**src/rtl/led_driver.sv**
```systemverilog
// PWM LED driver with OFF / STEADY / BLINK / PULSE modes.
// One command is taken per handshake; PULSE sequences block new commands until they finish.
module led_driver #(
    parameter int unsigned PWM_BITS   = 8,
    parameter int unsigned BLINK_BITS = 20
) (
    input  logic                clk_i,
    input  logic                rst_i,
    input  logic                cmd_valid_i,
    output logic                cmd_ready_o,
    input  logic [1:0]          cmd_mode_i,
    input  logic [PWM_BITS-1:0] cmd_level_i,
    input  logic [3:0]          cmd_count_i,
    output logic                led_o,
    output logic                busy_o,
    output logic                done_o
);

    typedef enum logic [2:0] {
        StOff,
        StSteady,
        StBlink,
        StPOn,
        StPOff
    } state_e;

    localparam logic [1:0] ModeOff    = 2'b00;
    localparam logic [1:0] ModeSteady = 2'b01;
    localparam logic [1:0] ModeBlink  = 2'b10;
    localparam logic [1:0] ModePulse  = 2'b11;

    state_e                state_q, state_d;
    logic [PWM_BITS-1:0]   pwm_ctr_q, pwm_ctr_d;
    logic [BLINK_BITS-1:0] blink_ctr_q, blink_ctr_d;
    logic [PWM_BITS-1:0]   level_q, level_d;
    logic [3:0]            remaining_q, remaining_d;
    logic                  phase_q, phase_d;
    logic                  led_q, led_d;
    logic                  done_q, done_d;

    logic busy;
    logic accept;
    logic tick;
    logic pwm_on;
    logic enable;

    assign busy        = (state_q == StPOn) || (state_q == StPOff);
    assign accept      = cmd_valid_i && !busy;
    assign tick        = &blink_ctr_q;
    assign pwm_on      = pwm_ctr_q < level_q;

    assign cmd_ready_o = !busy;
    assign busy_o      = busy;
    assign led_o       = led_q;
    assign done_o      = done_q;

    always_comb begin
        enable = 1'b0;
        unique case (state_q)
            StOff:    enable = 1'b0;
            StSteady: enable = 1'b1;
            StBlink:  enable = phase_q;
            StPOn:    enable = 1'b1;
            StPOff:   enable = 1'b0;
            default:  enable = 1'b0;
        endcase
    end

    always_comb begin
        state_d     = state_q;
        pwm_ctr_d   = pwm_ctr_q + 1'b1;
        blink_ctr_d = blink_ctr_q + 1'b1;
        level_d     = level_q;
        remaining_d = remaining_q;
        phase_d     = phase_q;
        done_d      = 1'b0;
        // led is computed from the pre-edge registers, so it trails a new command by one edge
        led_d       = pwm_on && enable;

        if (accept) begin
            // A command on a tick edge wins: counters restart and the tick is dropped
            pwm_ctr_d   = '0;
            blink_ctr_d = '0;
            phase_d     = 1'b1;
            level_d     = cmd_level_i;
            remaining_d = cmd_count_i;
            case (cmd_mode_i)
                ModeOff:    state_d = StOff;
                ModeSteady: state_d = StSteady;
                ModeBlink:  state_d = StBlink;
                ModePulse: begin
                    if (cmd_count_i != 4'd0) begin
                        state_d = StPOn;
                    end else begin
                        state_d = StOff;
                        done_d  = 1'b1;
                    end
                end
                default:    state_d = StOff;
            endcase
        end else if (tick) begin
            unique case (state_q)
                StBlink: phase_d = !phase_q;
                StPOn:   state_d = StPOff;
                StPOff: begin
                    remaining_d = remaining_q - 1'b1;
                    if (remaining_q == 4'd1) begin
                        state_d = StOff;
                        done_d  = 1'b1;
                    end else begin
                        state_d = StPOn;
                    end
                end
                default: ;
            endcase
        end
    end

    always_ff @(posedge clk_i or posedge rst_i) begin
        if (rst_i) begin
            state_q     <= StOff;
            pwm_ctr_q   <= '0;
            blink_ctr_q <= '0;
            level_q     <= '0;
            remaining_q <= '0;
            phase_q     <= 1'b1;
            led_q       <= 1'b0;
            done_q      <= 1'b0;
        end else begin
            state_q     <= state_d;
            pwm_ctr_q   <= pwm_ctr_d;
            blink_ctr_q <= blink_ctr_d;
            level_q     <= level_d;
            remaining_q <= remaining_d;
            phase_q     <= phase_d;
            led_q       <= led_d;
            done_q      <= done_d;
        end
    end

endmodule

```
**config.mk**
```make
export PLATFORM = sky130hd
export DESIGN_NAME = led_driver
export DESIGN_NICKNAME = d
export VERILOG_FILES = /design/src/rtl/led_driver.sv
export SDC_FILE = /design/constraint.sdc
export NUM_CORES = 1
export LEC_CHECK = 0
export BUFFER_PORTS_ARGS = -buffer_cell sky130_fd_sc_hd__buf_2
export CORE_ASPECT_RATIO = 1.25
export CORE_MARGIN = 8
export CORE_UTILIZATION = 63
export CTS_CLUSTER_SIZE = 25
export DETAILED_ROUTE_END_ITERATION = 10
export PLACE_DENSITY = 0.92
export SYNTH_ARGS = -nofsm -noshare
export SYNTH_HDL_FRONTEND = slang
export SYNTH_SLANG_ARGS = --single-unit
```
**constraint.sdc**
```tcl
create_clock -name clk_i -period 4.05 [get_ports clk_i]
set_input_delay 1.215 -clock clk_i [delete_from_list [all_inputs] [get_ports clk_i]]
set_output_delay 1.215 -clock clk_i [all_outputs]
set_load 0.01 [all_outputs]
```
# --- Word level (Yosys, flattened, before mapping) ---
# Cells that the tools add are included.
word_totals:
  ff_bits: 46
  input_bits: 17
  elab_cells: 57
op_classes:
  add_sub_neg: 3
  order_cmp: 1
  n_eq_ne: 8
  n_mux: 21
  n_reduce_logical: 16
op_table:
  columns: ["operator", "count"]
  rows:
  - ["adder 20 x 1 -> 20 bit, second input constant", 1]
  - ["two-way mux 20 bit", 1]
  - ["AND reduction 20 bit", 1]
  - ["two-way mux 4 bit", 3]
  - ["case mux 3 bit (4 select lines)", 1]
  - ["two-way mux 1 bit", 9]
  - ["adder 8 x 1 -> 8 bit, second input constant", 1]
  - ["less-than comparator 8 bit", 1]
  - ["two-way mux 8 bit", 1]
  - ["equality test 3 x 2 -> 1 bit, second input constant", 2]
  - ["two-way mux 3 bit", 2]
  - ["case mux 3 bit (2 select lines)", 1]
  - ["AND reduction 2 bit", 3]
  - ["nonzero test 2 bit", 3]
  - ["equality test 2 bit, second input constant", 2]
  - ["equality test 4 x 1 -> 1 bit, second input constant", 1]
  - ["two-way mux 2 bit", 2]
  - ["nonzero test 4 bit", 1]
  - ["subtractor 4 x 1 -> 4 bit, second input constant", 1]
  - ["equality test 3 x 1 -> 1 bit, second input constant", 1]
  - ["equality test 3 bit, second input constant", 1]
  - ["nonzero test 3 bit", 1]
  - ["equality test 2 x 1 -> 1 bit, second input constant", 1]
  - ["logical AND 1 bit", 2]
  - ["5 further kinds", 6]

# --- Longest topological paths before layout ---
depth:
  ltp_word: 6
  depth_mapped: 9
  ltp_nobuf: 7

# --- Worst setup path before layout ---
# OpenSTA, ideal clock, no wires.
synth_path:
  path_type: "reg2out"
  from: "register state_q[1]"
  to: "output busy_o"
  arrival_time_ps: 997
  required_time_ps: 2835
  slack_ps: 1838
  stages_incl_launch_ff: 5
  path_cell_list: "dfrtp_1 -> buf_6 -> nor3b_2 -> nor2_1 -> inv_2"
synth_between:
  elab_chain_len: 2
  elab_cells_between_ends: 3
  classes_between: "eq/ne: 2; reduce/logical: 1"
synth_rtl:
  columns: ["element", "line_no", "source"]
  rows:
  - ["start, declared", "32", "state_e state_q, state_d;"]
  - ["start signal, assigned", "121", "state_q <= StOff;"]
  - ["start signal, assigned", "130", "state_q <= state_d;"]
  - ["equality test 3 x 2 -> 1 bit or equality test 3 bit (tied branches)", "47", "assign busy = (state_q == StPOn) || (state_q == StPOff);"]
  - ["logical OR 1 bit (*)", "47", null]
  - ["end, declared", "15", "output logic busy_o,"]
# Every way passes the cells marked *; elsewhere a longest branch is shown, timed or not.

# --- Final worst setup path ---
# Same ends and word-level chain as after synthesis.

==> out/qor.csv <==
stage,metric,value,unit
run_status,status,completed,
yosys,Yosys reg bits,46,
floorplanning,die area,0.005957,sq mm
power_and_ir_drop,worst vdd ir,0.3971,mV
yosys,YS warnings,0,
layout,Non-Filler Instances,310,
clock_network,CTS Root Cell,clkbuf_8,
clock_network,CTS Buf Count,5,
clock_network,post-cts resize count,0,
sta,unrepaired setup endpoints after global routing,false,
clock_network,"Reg clk slew, reported paths",90,ps
placement,HPWL after DPL,3378,um
placement,post-placement setup slack,1610,ps
drt,Initial DRC Count,138,
sta,Fin Hold WS,490.5,ps
yosys,Yosys cell types,39,
drt,DR DRC count,0,
layout,ant diodes,0,
drt,WL/cell,15.28,um
drt,vias per inst,5.906,
clock_network,hold_buf cts,0,
critical_path,CP endpoint kind,output pin,
placement,Port Buffers,20,
grt,vias in the first global route,1940,
power_and_ir_drop,switching share of total power,0.3017,
drt,total number of vias,1831,
critical_path,Worst EP arrival,1570,ps
sta,Final WS setup,1269,ps
yosys,Compound-Gate Fraction of Synth Area,0.08085,
grt,GRT overflow,0,
layout,share of cells above drive strength 1,0.1370,
floorplanning,core region area,0.003691,sq mm
floorplanning,std cell rows,25,
floorplanning,Initial Util,0.6373,
sta,Rel. slew slack,0.4955,
sta,max-slew violations,0,
sta,Fmax,359.6,MHz
layout,Final nets,297,
clock_network,clock sinks,46,
layout,Layout Utilization,0.7112,
critical_path,Critical Path Fanout Max,9,
floorplanning,I/O pin count,21,
yosys,simple-gate share of the synthesized area,0.2340,
clock_network,CTS H-tree depth,2,
drt,antenna-violating nets left,0,
yosys,Synth Net Count,275,
yosys,"Avg Cell Area, Syn",9.523,sq um
clock_network,CTS tree,built,
sta,post-route minimum period,2781,ps
floorplanning,DIE WIDTH,70.66,um
yosys,largest family of logic cells by synthesized area,simple AND/OR/NAND/NOR gates,
yosys,post-synthesis mux area share,0,
sta,crit share post-route,0.6866,
yosys,sequential cell area fraction in the yosys report,0.4899,
power_and_ir_drop,Pint,884.5,uW
layout,"commonest non-fill, non-tap cell in the layout",dfrtp_1,
sta,final hold violations,0,
drt,drt first pass iters,6,
grt,GRT Total Usage,0.1739,
drt,drt total wl,4736,um
grt,initial antenna violation count,0,
power_and_ir_drop,pwr dens,482.5,mW/mm^2
floorplanning,Die Y,84.32,um
sta,Tightest Pin Transition,751.0,ps
grt,largest net degree at the start of global routing,37,
yosys,Post-Syn Instances,247,
critical_path,critical path data required time,2830,ps
clock_network,Worst-Skew Late Latency,310,ps
yosys,Post-Synth XOR/XNOR Area,0.09681,
worst_hold_path,class of the worst hold path,flop to flop,
power_and_ir_drop,Net Sw Power,382.1,uW
critical_path,Worst Setup Path Type,flop to output pin,
yosys,post-synthesis instance area,0.002352,sq mm
layout,synth-to-layout area growth,11.60,%
yosys,Post-Synth Adder-Cell Area,0.05851,
placement,GPL Wtd Cong,0.7961,
grt,first-pass GRT wire length,8459,um
critical_path,type of origin of the critical path,flop,
power_and_ir_drop,combinational power share,0.207,
clock_network,Longest Clk Path Bufs,2,
clock_network,Post-CTS Setup Repair Bufs,0,
run,max_cap viols,0,
power_and_ir_drop,total leakage power,0.001243,uW
power_and_ir_drop,clock power share,0.326,
sta,# setup viols final,0,
placement,Cells after DPL,302,
sta,setup TNS,0,ps
sta,Clock Skew,13.00,ps
power_and_ir_drop,sequential share of power,0.467,
layout,highest-count cells in the layout ignoring fill and taps,"45 x dfrtp_1, 34 x nor2_1, 29 x nand2_1",
[cell usage after synthesis]
cell type	n	area (sq um)
dfrtp_1	45	1126
nor2_1	35	131.4
nand2_1	29	108.9
xor2_1	17	148.9
inv_1	14	52.55
nand3_1	14	70.07
ha_1	11	137.6
o21ai_0	11	55.05
xnor2_1	9	78.83
nand4_1	7	43.79
a21oi_1	6	30.03
and3_1	5	31.28
and2_1	4	25.02
nor4_1	4	25.02
buf_2	3	15.01
clkbuf_1	3	11.26
o211ai_1	3	22.52
a21o_1	2	15.01
a31oi_1	2	12.51
nor3_1	2	10.01
o21ai_1	2	10.01
or3_1	2	12.51
a2111oi_0	1	8.760
a22o_1	1	8.760
a311oi_1	1	8.760
buf_6	1	11.26
dfstp_2	1	26.28
inv_2	1	3.750
nand2b_1	1	6.260
nand3b_1	1	7.510
nand4_2	1	12.51
nor2b_1	1	6.260
nor3b_1	1	7.510
nor3b_2	1	12.51
nor4_4	1	21.27
o211a_1	1	10.01
o22a_1	1	8.760
or3b_4	1	11.26
or4_1	1	7.510
[stage by stage]
stage | instance area (sq um) | power [uW]
4_1_cts | 2625 | 1270
6_report | 2625 | 1267
5_1_grt | 2625 | 1345
3_5_place_dp | 2487 | 854.6
3_3_place_gp | 2487 | 837.3
2_1_floorplan | 2352 | 778.8
[critical path, cell delays in order, from the launching register on]
cell and delay (ps):
dfrtp_1 490, nor3b_2 390, nor2_1 130, inv_2 120, buf_2 140
[power by group through the flow]
stage	Combinational (uW)	Clock [uW]	Sequential (uW)
final	262	413	591
after global routing	302	440	603
after CTS	264	417	589
after detailed placement	258	0	597
after global placement	244	0	593
after floorplan	198	0	581
[cell type report]
| class | count | area (sq um) |
|---|---|---|
| fillers | 266 | 1066 |
| clock inverters | 3 | 68.82 |
| repair buffers | 22 | 115.1 |
| clock buffers | 5 | 68.82 |
| flip-flops and latches | 46 | 1152 |
| inverters | 15 | 56.30 |
| well taps | 40 | 50.05 |
| multi-input cells | 179 | 1114 |
[per-layer routing]
layer	global-route usage	part of all wire
met1	0.1901	0.40
met4	0.07780	0.021
met3	0.05006	0.046
met5	0	0
met2	0.3020	0.53
[sequential cells by signal, indices dropped and copies added, names as in the netlist]
register and cells:
phase_q 1, remaining_q 4, state_q 3, level_q 8
pwm_ctr_q 8, done_o 1, blink_ctr_q 20, led_o 1
[logic make-up (layout without fill, tap and decap cells)]
| family | Yosys count | in the layout |
|---|---|---|
| DFF | 46 | 46 |
| adders and majority gates | 11 | 11 |
| AOI/OAI and AO/OA | 31 | 31 |
| xor gates and xnor gates | 26 | 26 |
| buffers and inverters | 22 | 45 |
| and+or+nand+nor | 111 | 111 |
[final timing paths]
kind / startpoint / endpoint / cells past startpoint / slack, ps
max: state_q[1] / busy_o / 4 / 1270
min: level_q[0] / level_q[0] / 2 / 490
max reg2reg: blink_ctr_q[0] / remaining_q[1] / 6 / 1970
min reg2reg: level_q[0] / level_q[0] / 2 / 490
max in group asynchronous: rst_i / phase_q / 3 / 2480
min in group asynchronous: rst_i / level_q[2] / 2 / 820
Power figures use the tool's default switching activity.
